==> src/rtl/framing_decoder_param_if.sv <==
// framing_decoder_param_if: bit-in / word-out bus of the frame decoder
// master drives the demodulated bit stream and observes decoded words and frame status;
// slave is the decoder side.
interface framing_decoder_param_if #(
  parameter int DATA_W = 8
);
  logic              data_in;
  logic              data_in_valid;
  logic [DATA_W-1:0] data_out;
  logic              data_out_valid;
  logic              data_out_last;
  logic              sync_det;
  logic              frame_done;
  logic              frame_ok;
  logic              frame_err;
  logic              busy;
  modport master (
    output data_in, data_in_valid,
    input  data_out, data_out_valid, data_out_last, sync_det, frame_done, frame_ok, frame_err, busy
  );
  modport slave (
    input  data_in, data_in_valid,
    output data_out, data_out_valid, data_out_last, sync_det, frame_done, frame_ok, frame_err, busy
  );
endinterface

==> src/rtl/framing_decoder_param.sv <==
// framing_decoder_param: sync hunt, LFSR dewhitening, word packing and length-framed payload output
// Ports: clk, rst (sync, active-high), bus (framing_decoder_param_if.slave):
//   data_in/data_in_valid in; data_out/_valid/_last, sync_det, frame_done, frame_ok, frame_err, busy out.
// Macro FRAMING_CRC_EN adds a trailing CRC word check after the payload.
module framing_decoder_param #(
  parameter int                 DATA_W    = 8,
  parameter int                 SYNC_LEN  = 32,
  parameter logic [SYNC_LEN-1:0] SYNC_WORD = 32'hD391D391,
  parameter int                 MAX_ERR   = 0,
  parameter int                 LFSR_W    = 9,
  parameter logic [LFSR_W-1:0]  LFSR_POLY = 9'h021,
  parameter logic [LFSR_W-1:0]  LFSR_SEED = 9'h1FF,
  parameter int                 MAX_LEN   = 255,
  parameter logic [DATA_W-1:0]  CRC_POLY  = 8'h07
) (
  input logic clk,
  input logic rst,
  framing_decoder_param_if.slave bus
);
  localparam int CW = $clog2(SYNC_LEN + 1);
  localparam int BW = $clog2(DATA_W);
  typedef enum logic [1:0] {HUNT, LEN, PAYLOAD, CRC} state_t;
`ifdef FRAMING_CRC_EN
  localparam state_t POST_PAY = CRC;
`else
  localparam state_t POST_PAY = HUNT;
`endif
  state_t              state_q, state_d;
  logic [SYNC_LEN-2:0] sync_q, sync_d;
  logic [CW-1:0]       scnt_q, scnt_d;
  logic [LFSR_W-1:0]   lfsr_q, lfsr_d;
  logic [BW-1:0]       bit_q, bit_d;
  logic [DATA_W-2:0]   word_q, word_d;
  logic [DATA_W-1:0]   rem_q, rem_d;
  logic [DATA_W-1:0]   dout_q, dout_d;
  logic                dv_q, dv_d, last_q, last_d, sdet_q, sdet_d;
  logic                done_q, done_d, ok_q, ok_d, err_q, err_d;
  logic [SYNC_LEN-1:0] sync_nxt;
  logic [DATA_W-1:0]   word_nxt;
  logic [LFSR_W-1:0]   lfsr_adv;
  logic                match, wdone, bad_len, last_w;
  function automatic int popcnt(input logic [SYNC_LEN-1:0] v);
    popcnt = 0;
    for (int i = 0; i < SYNC_LEN; i++) popcnt += int'(v[i]);
  endfunction
  // sync_q keeps only the older SYNC_LEN-1 bits; the newest bit comes straight from the input
  assign sync_nxt = {sync_q, bus.data_in};
  assign match    = scnt_q >= CW'(SYNC_LEN - 1) && popcnt(sync_nxt ^ SYNC_WORD) <= MAX_ERR;
  assign word_nxt = {word_q, bus.data_in ^ lfsr_q[0]};
  assign lfsr_adv = {^(lfsr_q & LFSR_POLY), lfsr_q[LFSR_W-1:1]};
  assign wdone    = bus.data_in_valid && bit_q == BW'(DATA_W - 1);
  assign bad_len  = word_nxt == '0 || 32'(word_nxt) > MAX_LEN;
  assign last_w   = rem_q == DATA_W'(1);
`ifdef FRAMING_CRC_EN
  logic [DATA_W-1:0] crc_q, crc_d;
  function automatic logic [DATA_W-1:0] crc_upd(input logic [DATA_W-1:0] c, input logic [DATA_W-1:0] w);
    crc_upd = c;
    for (int i = DATA_W - 1; i >= 0; i--)
      crc_upd = {crc_upd[DATA_W-2:0], 1'b0} ^ ((crc_upd[DATA_W-1] ^ w[i]) ? CRC_POLY : '0);
  endfunction
  always_ff @(posedge clk) crc_q <= rst ? '1 : crc_d;
`else
  logic unused_crc;
  assign unused_crc = ^CRC_POLY;
`endif
  always_ff @(posedge clk) begin
    if (rst) begin
      state_q <= HUNT;
      sync_q  <= '0;
      scnt_q  <= '0;
      lfsr_q  <= '0;
      bit_q   <= '0;
      word_q  <= '0;
      rem_q   <= '0;
      dout_q  <= '0;
      dv_q    <= 1'b0;
      last_q  <= 1'b0;
      sdet_q  <= 1'b0;
      done_q  <= 1'b0;
      ok_q    <= 1'b0;
      err_q   <= 1'b0;
    end else begin
      state_q <= state_d;
      sync_q  <= sync_d;
      scnt_q  <= scnt_d;
      lfsr_q  <= lfsr_d;
      bit_q   <= bit_d;
      word_q  <= word_d;
      rem_q   <= rem_d;
      dout_q  <= dout_d;
      dv_q    <= dv_d;
      last_q  <= last_d;
      sdet_q  <= sdet_d;
      done_q  <= done_d;
      ok_q    <= ok_d;
      err_q   <= err_d;
    end
  end
  always_comb begin
    state_d = state_q;
    if (bus.data_in_valid)
      unique case (state_q)
        HUNT:    if (match) state_d = LEN;
        LEN:     if (wdone) state_d = bad_len ? HUNT : PAYLOAD;
        PAYLOAD: if (wdone && last_w) state_d = POST_PAY;
        default: if (wdone) state_d = HUNT;
      endcase
  end
  always_comb begin
    sync_d = sync_q;
    scnt_d = scnt_q;
    lfsr_d = lfsr_q;
    bit_d  = bit_q;
    word_d = word_q;
    rem_d  = rem_q;
    dout_d = dout_q;
    dv_d   = 1'b0;
    last_d = 1'b0;
    sdet_d = 1'b0;
    done_d = 1'b0;
    ok_d   = 1'b0;
    err_d  = 1'b0;
`ifdef FRAMING_CRC_EN
    crc_d  = crc_q;
`endif
    if (bus.data_in_valid && state_q == HUNT) begin
      // leaving HUNT clears the hunt history so the next frame needs a full fresh sync window
      sync_d = match ? '0 : sync_nxt[SYNC_LEN-2:0];
      scnt_d = match ? '0 : (scnt_q == CW'(SYNC_LEN) ? scnt_q : scnt_q + 1'b1);
      lfsr_d = match ? LFSR_SEED : lfsr_q;
      bit_d  = '0;
      sdet_d = match;
`ifdef FRAMING_CRC_EN
      crc_d  = '1;
`endif
    end else if (bus.data_in_valid) begin
      lfsr_d = lfsr_adv;
      word_d = word_nxt[DATA_W-2:0];
      bit_d  = wdone ? '0 : bit_q + 1'b1;
      if (wdone && state_q == LEN) begin
        rem_d  = word_nxt;
        done_d = bad_len;
        err_d  = bad_len;
      end
      if (wdone && state_q == PAYLOAD) begin
        dout_d = word_nxt;
        dv_d   = 1'b1;
        rem_d  = rem_q - 1'b1;
        last_d = last_w;
`ifdef FRAMING_CRC_EN
        crc_d  = crc_upd(crc_q, word_nxt);
`else
        done_d = last_w;
        ok_d   = last_w;
`endif
      end
`ifdef FRAMING_CRC_EN
      if (wdone && state_q == CRC) begin
        done_d = 1'b1;
        ok_d   = word_nxt == crc_q;
        err_d  = word_nxt != crc_q;
      end
`endif
    end
  end
  assign bus.data_out       = dout_q;
  assign bus.data_out_valid = dv_q;
  assign bus.data_out_last  = last_q;
  assign bus.sync_det       = sdet_q;
  assign bus.frame_done     = done_q;
  assign bus.frame_ok       = ok_q;
  assign bus.frame_err      = err_q;
  assign bus.busy           = state_q != HUNT;
endmodule
==> src/flat_wrapper.sv <==
// flat-port wrapper written by rule: the top's interface ports become plain ports
module framing_decoder_param_flat 
#(
  parameter int                 DATA_W    = 8,
  parameter int                 SYNC_LEN  = 32,
  parameter logic [SYNC_LEN-1:0] SYNC_WORD = 32'hD391D391,
  parameter int                 MAX_ERR   = 0,
  parameter int                 LFSR_W    = 9,
  parameter logic [LFSR_W-1:0]  LFSR_POLY = 9'h021,
  parameter logic [LFSR_W-1:0]  LFSR_SEED = 9'h1FF,
  parameter int                 MAX_LEN   = 255,
  parameter logic [DATA_W-1:0]  CRC_POLY  = 8'h07
)
  (clk, rst, bus_data_in, bus_data_in_valid, bus_data_out, bus_data_out_valid, bus_data_out_last, bus_sync_det, bus_frame_done, bus_frame_ok, bus_frame_err, bus_busy);
  framing_decoder_param_if #(.DATA_W(DATA_W)) bus_i ();
  input logic clk;
  input logic rst;
  input wire logic [$bits(bus_i.data_in)-1:0] bus_data_in;
  input wire logic [$bits(bus_i.data_in_valid)-1:0] bus_data_in_valid;
  output wire logic [$bits(bus_i.data_out)-1:0] bus_data_out;
  output wire logic [$bits(bus_i.data_out_valid)-1:0] bus_data_out_valid;
  output wire logic [$bits(bus_i.data_out_last)-1:0] bus_data_out_last;
  output wire logic [$bits(bus_i.sync_det)-1:0] bus_sync_det;
  output wire logic [$bits(bus_i.frame_done)-1:0] bus_frame_done;
  output wire logic [$bits(bus_i.frame_ok)-1:0] bus_frame_ok;
  output wire logic [$bits(bus_i.frame_err)-1:0] bus_frame_err;
  output wire logic [$bits(bus_i.busy)-1:0] bus_busy;
  assign bus_i.data_in = bus_data_in;
  assign bus_i.data_in_valid = bus_data_in_valid;
  assign bus_data_out = bus_i.data_out;
  assign bus_data_out_valid = bus_i.data_out_valid;
  assign bus_data_out_last = bus_i.data_out_last;
  assign bus_sync_det = bus_i.sync_det;
  assign bus_frame_done = bus_i.frame_done;
  assign bus_frame_ok = bus_i.frame_ok;
  assign bus_frame_err = bus_i.frame_err;
  assign bus_busy = bus_i.busy;
  framing_decoder_param #(.DATA_W(DATA_W), .SYNC_LEN(SYNC_LEN), .SYNC_WORD(SYNC_WORD), .MAX_ERR(MAX_ERR), .LFSR_W(LFSR_W), .LFSR_POLY(LFSR_POLY), .LFSR_SEED(LFSR_SEED), .MAX_LEN(MAX_LEN), .CRC_POLY(CRC_POLY)) u_core (.clk(clk), .rst(rst), .bus(bus_i));
endmodule
==> config.mk <==
export PLATFORM = sky130hd
export DESIGN_NAME = framing_decoder_param_flat
export DESIGN_NICKNAME = d
export VERILOG_FILES = /design/src/rtl/framing_decoder_param_if.sv /design/src/rtl/framing_decoder_param.sv /design/src/flat_wrapper.sv
export SDC_FILE = /design/constraint.sdc
export NUM_CORES = 1
export LEC_CHECK = 0
export BUFFER_PORTS_ARGS = -buffer_cell sky130_fd_sc_hd__buf_4
export CAP_MARGIN = 20
export CORE_ASPECT_RATIO = 1.75
export CORE_MARGIN = 4
export CORE_UTILIZATION = 40
export CTS_CLUSTER_SIZE = 24
export DETAILED_ROUTE_END_ITERATION = 10
export GPL_ROUTABILITY_DRIVEN = 0
export PLACE_DENSITY = 0.56
export SLEW_MARGIN = 5
export SYNTH_ARGS = -nofsm -noshare
export SYNTH_HDL_FRONTEND = slang
export SYNTH_SLANG_ARGS = --single-unit
==> constraint.sdc <==
create_clock -name clk -period 5.9 [get_ports clk]
set_input_delay 1.475 -clock clk [delete_from_list [all_inputs] [get_ports clk]]
set_output_delay 1.475 -clock clk [all_outputs]
set_load 0.01 [all_outputs]
==> results.json, run 1 <==
{
  "run_status": "finished, violations left",
  "violations": "negative setup slack",
  "via_per_inst": 5.20,
  "drc": 0,
  "synth-adder-area-share": 0.170,
  "peakVddDrop_mv": 0.169,
  "fmax_mhz": 166,
  "worst_pin_slew_ns": 0.662,
  "regArea_um2": 1580,
  "muxShareOfSynthArea": 0.00535,
  "post-synth-top-count-cell": "dfxtp_1",
  "cts_tree": "built",
  "post-dp-hpwl_mm": 5.98,
  "critical-path-slowest-cell": "fa_1",
  "diodes": 0,
  "slew-limit-headroom": 0.558,
  "combPwrFrac": 0.082,
  "grt_setup_unrepaired": "true",
  "drive_gt1_frac": 0.126,
  "fillers": 928,
  "dp_cells": 526,
  "ys_seq_elements": 79,
  "cp-start-kind": "input pin",
  "ys_warn_count": 0,
  "nets": 458,
  "rows": 46,
  "grt_max_degree": 46,
  "crit_path_end_kind": "flip-flop",
  "ant_nets": 0,
  "synth_compound_area_frac": 0.164,
  "hold_violations": 0,
  "yosysTopAreaCellShare": 0.423,
  "fin_total_pwr_mw": 1.20,
  "final_cells": 542,
  "seq_power_share": 0.447,
  "synthArstFlopShare": 0,
  "cts_max_level": 3,
  "fp.dieH_um": 136,
  "clkPwrFrac": 0.471,
  "min_period_ns": 6.01,
  "cts_hold_buffers": 0,
  "holdWs_ns": 0.454,
  "synth_edf_count": 0,
  "path_cells": "buf_8 > inv_8 > ha_4 > fa_1 > fa_1 > fa_1 > inv_2 > fa_1 > fa_1 > inv_1 > fa_1 > inv_1 > fa_1 > and3b_2 > nand4_1 > a21boi_2 > buf_6 > o21a_1",
  "cts_num_sinks": 79,
  "post_cts_buffers": 0,
  "hold_depth": 2,
  "ys.flop_type": "dfxtp_1",
  "place_ws_ns": -0.493,
  "syn_area_um2": 3740,
  "clockBufferDepth": 2,
  "grt_pass1_wl_mm": 13.3,
  "vias": 2821,
  "synth_nets": 443,
  "arrival_ns": 6.29,
  "port_buffers": 18,
  "worstPathRequired_ns": 6.18,
  "r2r_cells": 16,
  "dpl_cell_area_um2": 4040,
  "path_clk_slew_ns": 0.06,
  "drv_cap": 0,
  "cts_buffers": 9,
  "fin_util": 0.481,
  "crit_top_cell": "fa_1",
  "syn2layout_area_growth_pct": 16.9,
  "die_x_um": 81.1,
  "grt_pass1_vias": 2828,
  "drt-initial-drc-count": 92,
  "maxSlewViolCount": 0,
  "max_stage_delay_ns": 0.53,
  "clock_latency_ns": 0.33,
  "synth.largest_area_cell": "dfxtp_1",
  "die_area_um2": 11000,
  "min_path_type": "flip-flop to flip-flop",
  "synth_top_family_by_area": "adder cells",
  "cp_max_fo": 9,
  "synth.area.top_cells": "dfxtp_1 (42%), fa_1 (12%), nand2_1 (5.0%), a22o_1 (4.7%), ha_1 (4.7%)",
  "skew_ns": 0.00888,
  "stdcell_area_um2": 4370,
  "synth.yosys.seq_area_share": 0.423,
  "synthSimpleGateAreaFrac": 0.163,
  "synth_cell_type_count": 50,
  "routed_wl_mm": 8.07,
  "worst_slack_ns": -0.112,
  "drtPass1Iterations": 4,
  "grt_use_total": 0.159,
  "power.switching_mw": 0.274,
  "multi_input_area_um2": 1960,
  "gr-total-overflow": 0,
  "p_sw_frac": 0.227,
  "p_int_mw": 0.930,
  "ios": 19,
  "path_class": "input pin to flip-flop",
  "p_leak_nw": 1.72,
  "wl_per_cell_um": 14.9,
  "core_um2": 9090,
  "antenna_found_initial": 0,
  "finalSetupViolCount": 38,
  "finalCritPeriodShare": 1.02,
  "synth-xor-area-share": 0.0117,
  "p_per_area_nw_per_um2": 275,
  "root_buffer": "clkbuf_16",
  "initial_utilization": 0.411,
  "synth.avg_cell_area_um2": 9.31,
  "tns_ns": -1.93,
  "ys_top_cells_by_count": "dfxtp_1 (79), nand2_1 (50), inv_1 (40)",
  "syn_inst": 402
}
-- area by class of cell --
| class | count | share of cell area |
|---|---|---|
| sequential | 79 | 0.362 |
| timing repair buffer | 25 | 0.0492 |
| tap | 120 | 0.0343 |
| multi-input combinational | 262 | 0.448 |
| clock buffer | 12 | 0.0587 |
| clock inverter | 4 | 0.0117 |
| inverter | 40 | 0.0361 |
-- flip-flops by register name, summed over array words and instances, names as in the netlist --
register                   count
u_core.bus.data_out_valid      1
u_core.bus.data_out_last       1
u_core.bus.frame_err           1
u_core.bus.sync_det            1
u_core.rem_q                   8
u_core.word_q                  7
u_core.scnt_q                  6
u_core.bit_q                   3
u_core.bus.frame_done          1
u_core.bus.data_out            8
u_core.lfsr_q                  9
u_core.sync_q                 31
u_core.state_q                 2
-- layout by cell type, fill, tap and decap left out, drive strengths merged, types with 4 or more instances in the layout --
cell type   n
nand2      50
fa         23
buf        25
nor4        5
inv        41
ha         14
clkbuf     12
nor2       35
o21ai      14
a22o       20
nor2b       6
nor3        4
nand3       8
o21a        9
dfxtp      79
a21oi      24
a31oi       4
-- what timing repair did --
item                                   4_1_cts  5_1_grt
setup endpoints to repair                   49       49
gates resized for setup                      6        3
pin swaps                                    3        1
endpoints found under the hold margin        0        0
-- power groups by stage --
| stage | clock network (mW) | registers [mW] | logic [mW] |
|---|---|---|---|
| CTS | 0.580 | 0.538 | 0.0995 |
| finish | 0.567 | 0.538 | 0.0983 |
| detailed placement | 0 | 0.550 | 0.0978 |
| global route | 0.602 | 0.538 | 0.115 |
| floorplan | 0 | 0.549 | 0.0720 |
| global placement | 0 | 0.550 | 0.0961 |
-- per-layer routing --
metal	GRT usage	vias to the layer above	part of all wire
met4	0.0677	0	0.023
met5	0	-	0
li1	-	1391	-
met1	0.168	1367	0.39
met2	0.293	50	0.56
met3	0.0385	13	0.030
-- cells by family after synthesis --
group / count (synthesis)
XOR/XNOR: 5
AO/OA/AOI/OAI: 89
multiplexers: 2
flip-flops: 79
AND/OR/NAND/NOR: 129
buffers and inverters: 61
adder cells (fa/ha/maj): 37
-- final timing paths --
| kind | from | end | slack, ns |
|---|---|---|---|
| worst min-delay path | u_core.bus.data_out[3] | u_core.bus.data_out[3] | 0.45 |
| worst min register to register | u_core.bus.data_out[3] | u_core.bus.data_out[3] | 0.45 |
| worst max register to register | u_core.sync_q[0] | u_core.lfsr_q[7] | 0.72 |
| worst max-delay path | bus_data_in | u_core.lfsr_q[7] | -0.11 |
-- worst max-delay path, delay by kind of cell --
| kind | cells | cell delay (ns) |
|---|---|---|
| adder cells (fa/ha/maj) | 8 | 3.65 |
| AND/OR/NAND/NOR | 2 | 0.45 |
| buffers and inverters | 6 | 0.40 |
| AO/OA/AOI/OAI | 2 | 0.33 |
Power figures use the tool's default switching activity.
==> run 2, diff against run 1 <==
- PLACE_DENSITY: 0.56 -> 0.69
==> run 2 against run 1 <==
Compared with the run above:
- highest routed layer unchanged
- combinational power grew 5%
- the run still ends with negative setup slack left
- wire length shrank 3.1%
- non-clock buffer count is the same
==> results.json, run 2 (synthesized netlist as in run 1, its figures left out) <==
{
  "top_layer_used": "met4",
  "fin_util": 0.478,
  "worst_slack_ns": -0.106,
  "die_area_um2": 11000,
  "largest_reg_flops": 31,
  "gr-total-overflow": 0,
  "nets": 458,
  "min_path_type": "flip-flop to flip-flop",
  "final_common_cell": "dfxtp_1",
  "final_cells": 542,
  "reg.largest.list": "u_core.sync_q x31, u_core.lfsr_q x9",
  "peakVddDrop_mv": 0.241,
  "layout_common_cells": "dfxtp_1 (79), nand2_1 (50), inv_1 (38), nor2_1 (35)",
  "cts_tree": "built",
  "clock_latency_ns": 0.34,
  "path_class": "input pin to flip-flop",
  "finalSetupViolCount": 47,
  "vias": 2818,
  "ios": 19,
  "drtPass1Iterations": 4,
  "drv_cap": 0,
  "dp_cells": 526,
  "diodes": 0,
  "p_leak_nw": 1.70,
  "holdWs_ns": 0.454,
  "p_per_area_nw_per_um2": 272,
  "met2_length_mm": 4.28,
  "antenna_found_initial": 0,
  "clockBufferDepth": 2,
  "drc": 0,
  "crit_path_end_kind": "flip-flop",
  "cts_buffers": 9,
  "grt_use_total": 0.159,
  "wl_met1_mm": 3.06,
  "cts_num_sinks": 79,
  "post_cts_buffers": 0,
  "violations": "negative setup slack",
  "syn2layout_area_growth_pct": 16.2,
  "wl_per_cell_um": 14.4,
  "ant_nets": 0,
  "die_x_um": 81.1,
  "worst_pin_slew_ns": 0.699,
  "run_status": "finished, violations left",
  "cts_max_level": 3,
  "grt_pass1_wl_mm": 13.5,
  "slew-limit-headroom": 0.533,
  "fmax_mhz": 167,
  "grt_setup_unrepaired": "true",
  "skew_ns": 0.00483,
  "initial_utilization": 0.411,
  "place_ws_ns": -0.478,
  "worstPathRequired_ns": 6.16,
  "cp-start-kind": "input pin",
  "r2r_slack_ns": 0.70,
  "arrival_ns": 6.27,
  "via_per_inst": 5.20,
  "drt-initial-drc-count": 154,
  "grt_pass1_vias": 2888,
  "maxSlewViolCount": 0,
  "grt_max_degree": 46,
  "top_register": "u_core.sync_q",
  "hold_violations": 0,
  "cp_max_fo": 4,
  "root_buffer": "clkbuf_16",
  "rows": 46,
  "port_buffers": 18,
  "path_clk_slew_ns": 0.06,
  "routed_wl_mm": 7.82,
  "fp.dieH_um": 136,
  "post-dp-hpwl_mm": 5.77,
  "min_period_ns": 6.01,
  "core_um2": 9090,
  "finalCritPeriodShare": 1.02,
  "dr_wl_met3_um": 267,
  "drive_gt1_frac": 0.121
}
## run 2: final timing paths
kind	from	endpoint	depth (start not counted)
worst max-delay path	bus_data_in	u_core.state_q[0]	17
worst min-delay path	u_core.lfsr_q[4]	u_core.lfsr_q[4]	1
worst max register to register	u_core.sync_q[0]	u_core.state_q[0]	15
worst min register to register	u_core.lfsr_q[4]	u_core.lfsr_q[4]	1
## run 2: power breakdown
group | leakage [nW] | switching, mW | internal, mW
combinational | 0.928 | 0.0591 | 0.0435
sequential | 0.637 | 0.00243 | 0.536
clock | 0.136 | 0.214 | 0.328
## run 2: per-stage QoR
stage	instance area, µm²	total power [mW]	TNS, ns
finish	4350	1.18	-2.52
CTS	4340	1.19	-2.62
detailed placement	4040	0.649	-20.74
floorplan	3790	0.622	-6.25
global placement	4040	0.643	-17.74
global route	4350	1.23	-9.95
## run 2: cell type report
| class | count | area (µm²) |
|---|---|---|
| clock inverter | 5 | 58.8 |
| clock buffer | 11 | 233 |
| multi-input combinational | 262 | 1950 |
| fill | 909 | 4750 |
| timing repair buffer | 25 | 211 |
| inverter | 40 | 158 |
| tap | 120 | 150 |
| sequential | 79 | 1580 |
## run 2: critical path: stages
cell	delay, ns
buf_8	0.09
inv_8	0.03
ha_4	0.25
fa_1	0.42
fa_1	0.50
fa_1	0.54
inv_2	0.04
fa_1	0.48
fa_1	0.52
inv_1	0.05
fa_1	0.48
inv_1	0.05
fa_1	0.47
and3b_2	0.22
nand4_1	0.20
or2_1	0.31
a21oi_1	0.14
## run 2: per-layer routing
layer  global-route usage  vias to the layer above
li1                     -                     1396
met1                0.165                     1359
met2                0.298                       48
met3               0.0398                       15
met4               0.0630                        0
met5                    0                        -
## run 2: repair_timing
item / CTS / global route
hold buffers: 0 / 0
pin swaps: 4 / 4
endpoints found under the setup margin: 49 / 49
gates resized for setup: 5 / 2
==> run 3, diff against run 2 <==
- MAX_ROUTING_LAYER: unset -> met4
==> run 3 against run 2 <==
Compared with the run above:
- the flow still finishes with violations (negative setup slack)
- power barely moved
- maximum frequency is essentially flat
- wire length is 0.42% lower
- cell count stayed put
- worst hold slack hardly changed
- critical endpoint unchanged
- highest routed layer unchanged
==> results.json, run 3 (synthesized netlist as in run 1, its figures left out) <==
{
  "post-dp-hpwl_mm": 5.77,
  "via_per_inst": 5.15,
  "die_area_um2": 11000,
  "final_common_cell": "dfxtp_1",
  "cts_max_level": 3,
  "grt_use_met1": 0.165,
  "cp-start-kind": "input pin",
  "maxSlewViolCount": 0,
  "worst_pin_slew_ns": 0.725,
  "cp_max_fo": 4,
  "met3_usage": 0.0385,
  "post_cts_buffers": 0,
  "drive_gt1_frac": 0.121,
  "wl_per_cell_um": 14.4,
  "initial_utilization": 0.411,
  "slew-limit-headroom": 0.516,
  "clock_latency_ns": 0.33,
  "peakVddDrop_mv": 0.239,
  "min_period_ns": 6.00,
  "grt_setup_unrepaired": "true",
  "port_buffers": 18,
  "fillers": 909,
  "layout_common_cells": "dfxtp_1 (79), nand2_1 (50), inv_1 (38), nor2_1 (35)",
  "drt-initial-drc-count": 154,
  "fmax_mhz": 167,
  "diodes": 0,
  "crit_path_end_kind": "flip-flop",
  "grt_use_total": 0.164,
  "multi_input_area_um2": 1950,
  "routed_wl_mm": 7.79,
  "min_from": "u_core.lfsr_q[4]",
  "skew_ns": 0.00485,
  "top_register": "u_core.sync_q",
  "drv_cap": 0,
  "ios": 19,
  "antenna_found_initial": 0,
  "p_leak_nw": 1.70,
  "drc": 0,
  "r2r_slack_ns": 0.70,
  "nets": 458,
  "clockBufferDepth": 2,
  "tns_ns": -2.45,
  "root_buffer": "clkbuf_16",
  "use_met2": 0.299,
  "regArea_um2": 1580,
  "syn2layout_area_growth_pct": 16.2,
  "dp_cells": 526,
  "p_per_area_nw_per_um2": 272,
  "fp.dieH_um": 136,
  "hold_violations": 0,
  "core_um2": 9090,
  "fin_total_pwr_mw": 1.18,
  "worst_slack_ns": -0.104,
  "cts_buffers": 9,
  "reg.largest.list": "u_core.sync_q x31, u_core.lfsr_q x9",
  "worstPathRequired_ns": 6.16,
  "die_x_um": 81.1,
  "run_status": "finished, violations left",
  "path_clk_slew_ns": 0.06,
  "grt_max_degree": 46,
  "final_cells": 542,
  "largest_reg_flops": 31,
  "rows": 46,
  "r2r-start": "u_core.sync_q[0]",
  "ant_nets": 0,
  "vias": 2792,
  "startpoint": "bus_data_in",
  "gr-total-overflow": 0,
  "globalRoute.busiestLayer": "met2",
  "grt_pass1_wl_mm": 13.5,
  "drtPass1Iterations": 4,
  "violations": "negative setup slack",
  "min_path_type": "flip-flop to flip-flop",
  "path_class": "input pin to flip-flop",
  "finalSetupViolCount": 47,
  "arrival_ns": 6.27,
  "finalCritPeriodShare": 1.02,
  "grt_pass1_vias": 2896,
  "cts_tree": "built",
  "cts_num_sinks": 79
}
[run 3: worst max-delay path, stage by stage]
cell     delay (ns)
buf_8          0.09
inv_8          0.03
ha_4           0.25
fa_1           0.42
fa_1           0.50
fa_1           0.54
inv_2          0.04
fa_1           0.48
fa_1           0.52
inv_1          0.05
fa_1           0.48
inv_1          0.05
fa_1           0.47
and3b_2        0.22
nand4_1        0.20
or2_1          0.31
a21oi_1        0.14
[run 3: stage by stage]
step	cell area, µm²	setup WS (ns)	util	hold WS (ns)
floorplan	3790	-0.176	-	0.428
global placement	4040	-0.400	0.444	0.435
detailed placement	4040	-0.478	0.444	0.445
CTS	4340	-0.102	0.478	0.456
global route	4350	-0.257	0.478	0.474
finish	4350	-0.104	0.478	0.453
[run 3: cell type report]
cell class / count / area share
repair buffers: 25 / 0.0486
inverters: 40 / 0.0363
clock buffers: 11 / 0.0535
flip-flops and latches: 79 / 0.364
multi-input cells: 262 / 0.450
well taps: 120 / 0.0345
clock inverters: 5 / 0.0135
[run 3: worst paths after layout]
kind | endpoint | cells after the start
min reg2reg | u_core.lfsr_q[4] | 1
min | u_core.lfsr_q[4] | 1
max | u_core.state_q[0] | 17
max reg2reg | u_core.state_q[0] | 15
[run 3: where the power goes]
part | internal, mW | switching (mW)
Clock | 0.328 | 0.213
Sequential | 0.536 | 0.00242
Combinational | 0.0435 | 0.0588
[run 3: timing repair]
action                     in CTS  in global routing
gates resized for setup         5                  2
hold buffers                    0                  0
pin swaps                       4                  4
hold endpoints to repair        0                  0
setup endpoints to repair      49                 49
[run 3: routing by layer]
metal | up-vias | share of wire
met2 | 38 | 0.56
met3 | 13 | 0.029
met5 | - | 0
met4 | 0 | 0.023
li1 | 1389 | -
met1 | 1352 | 0.39
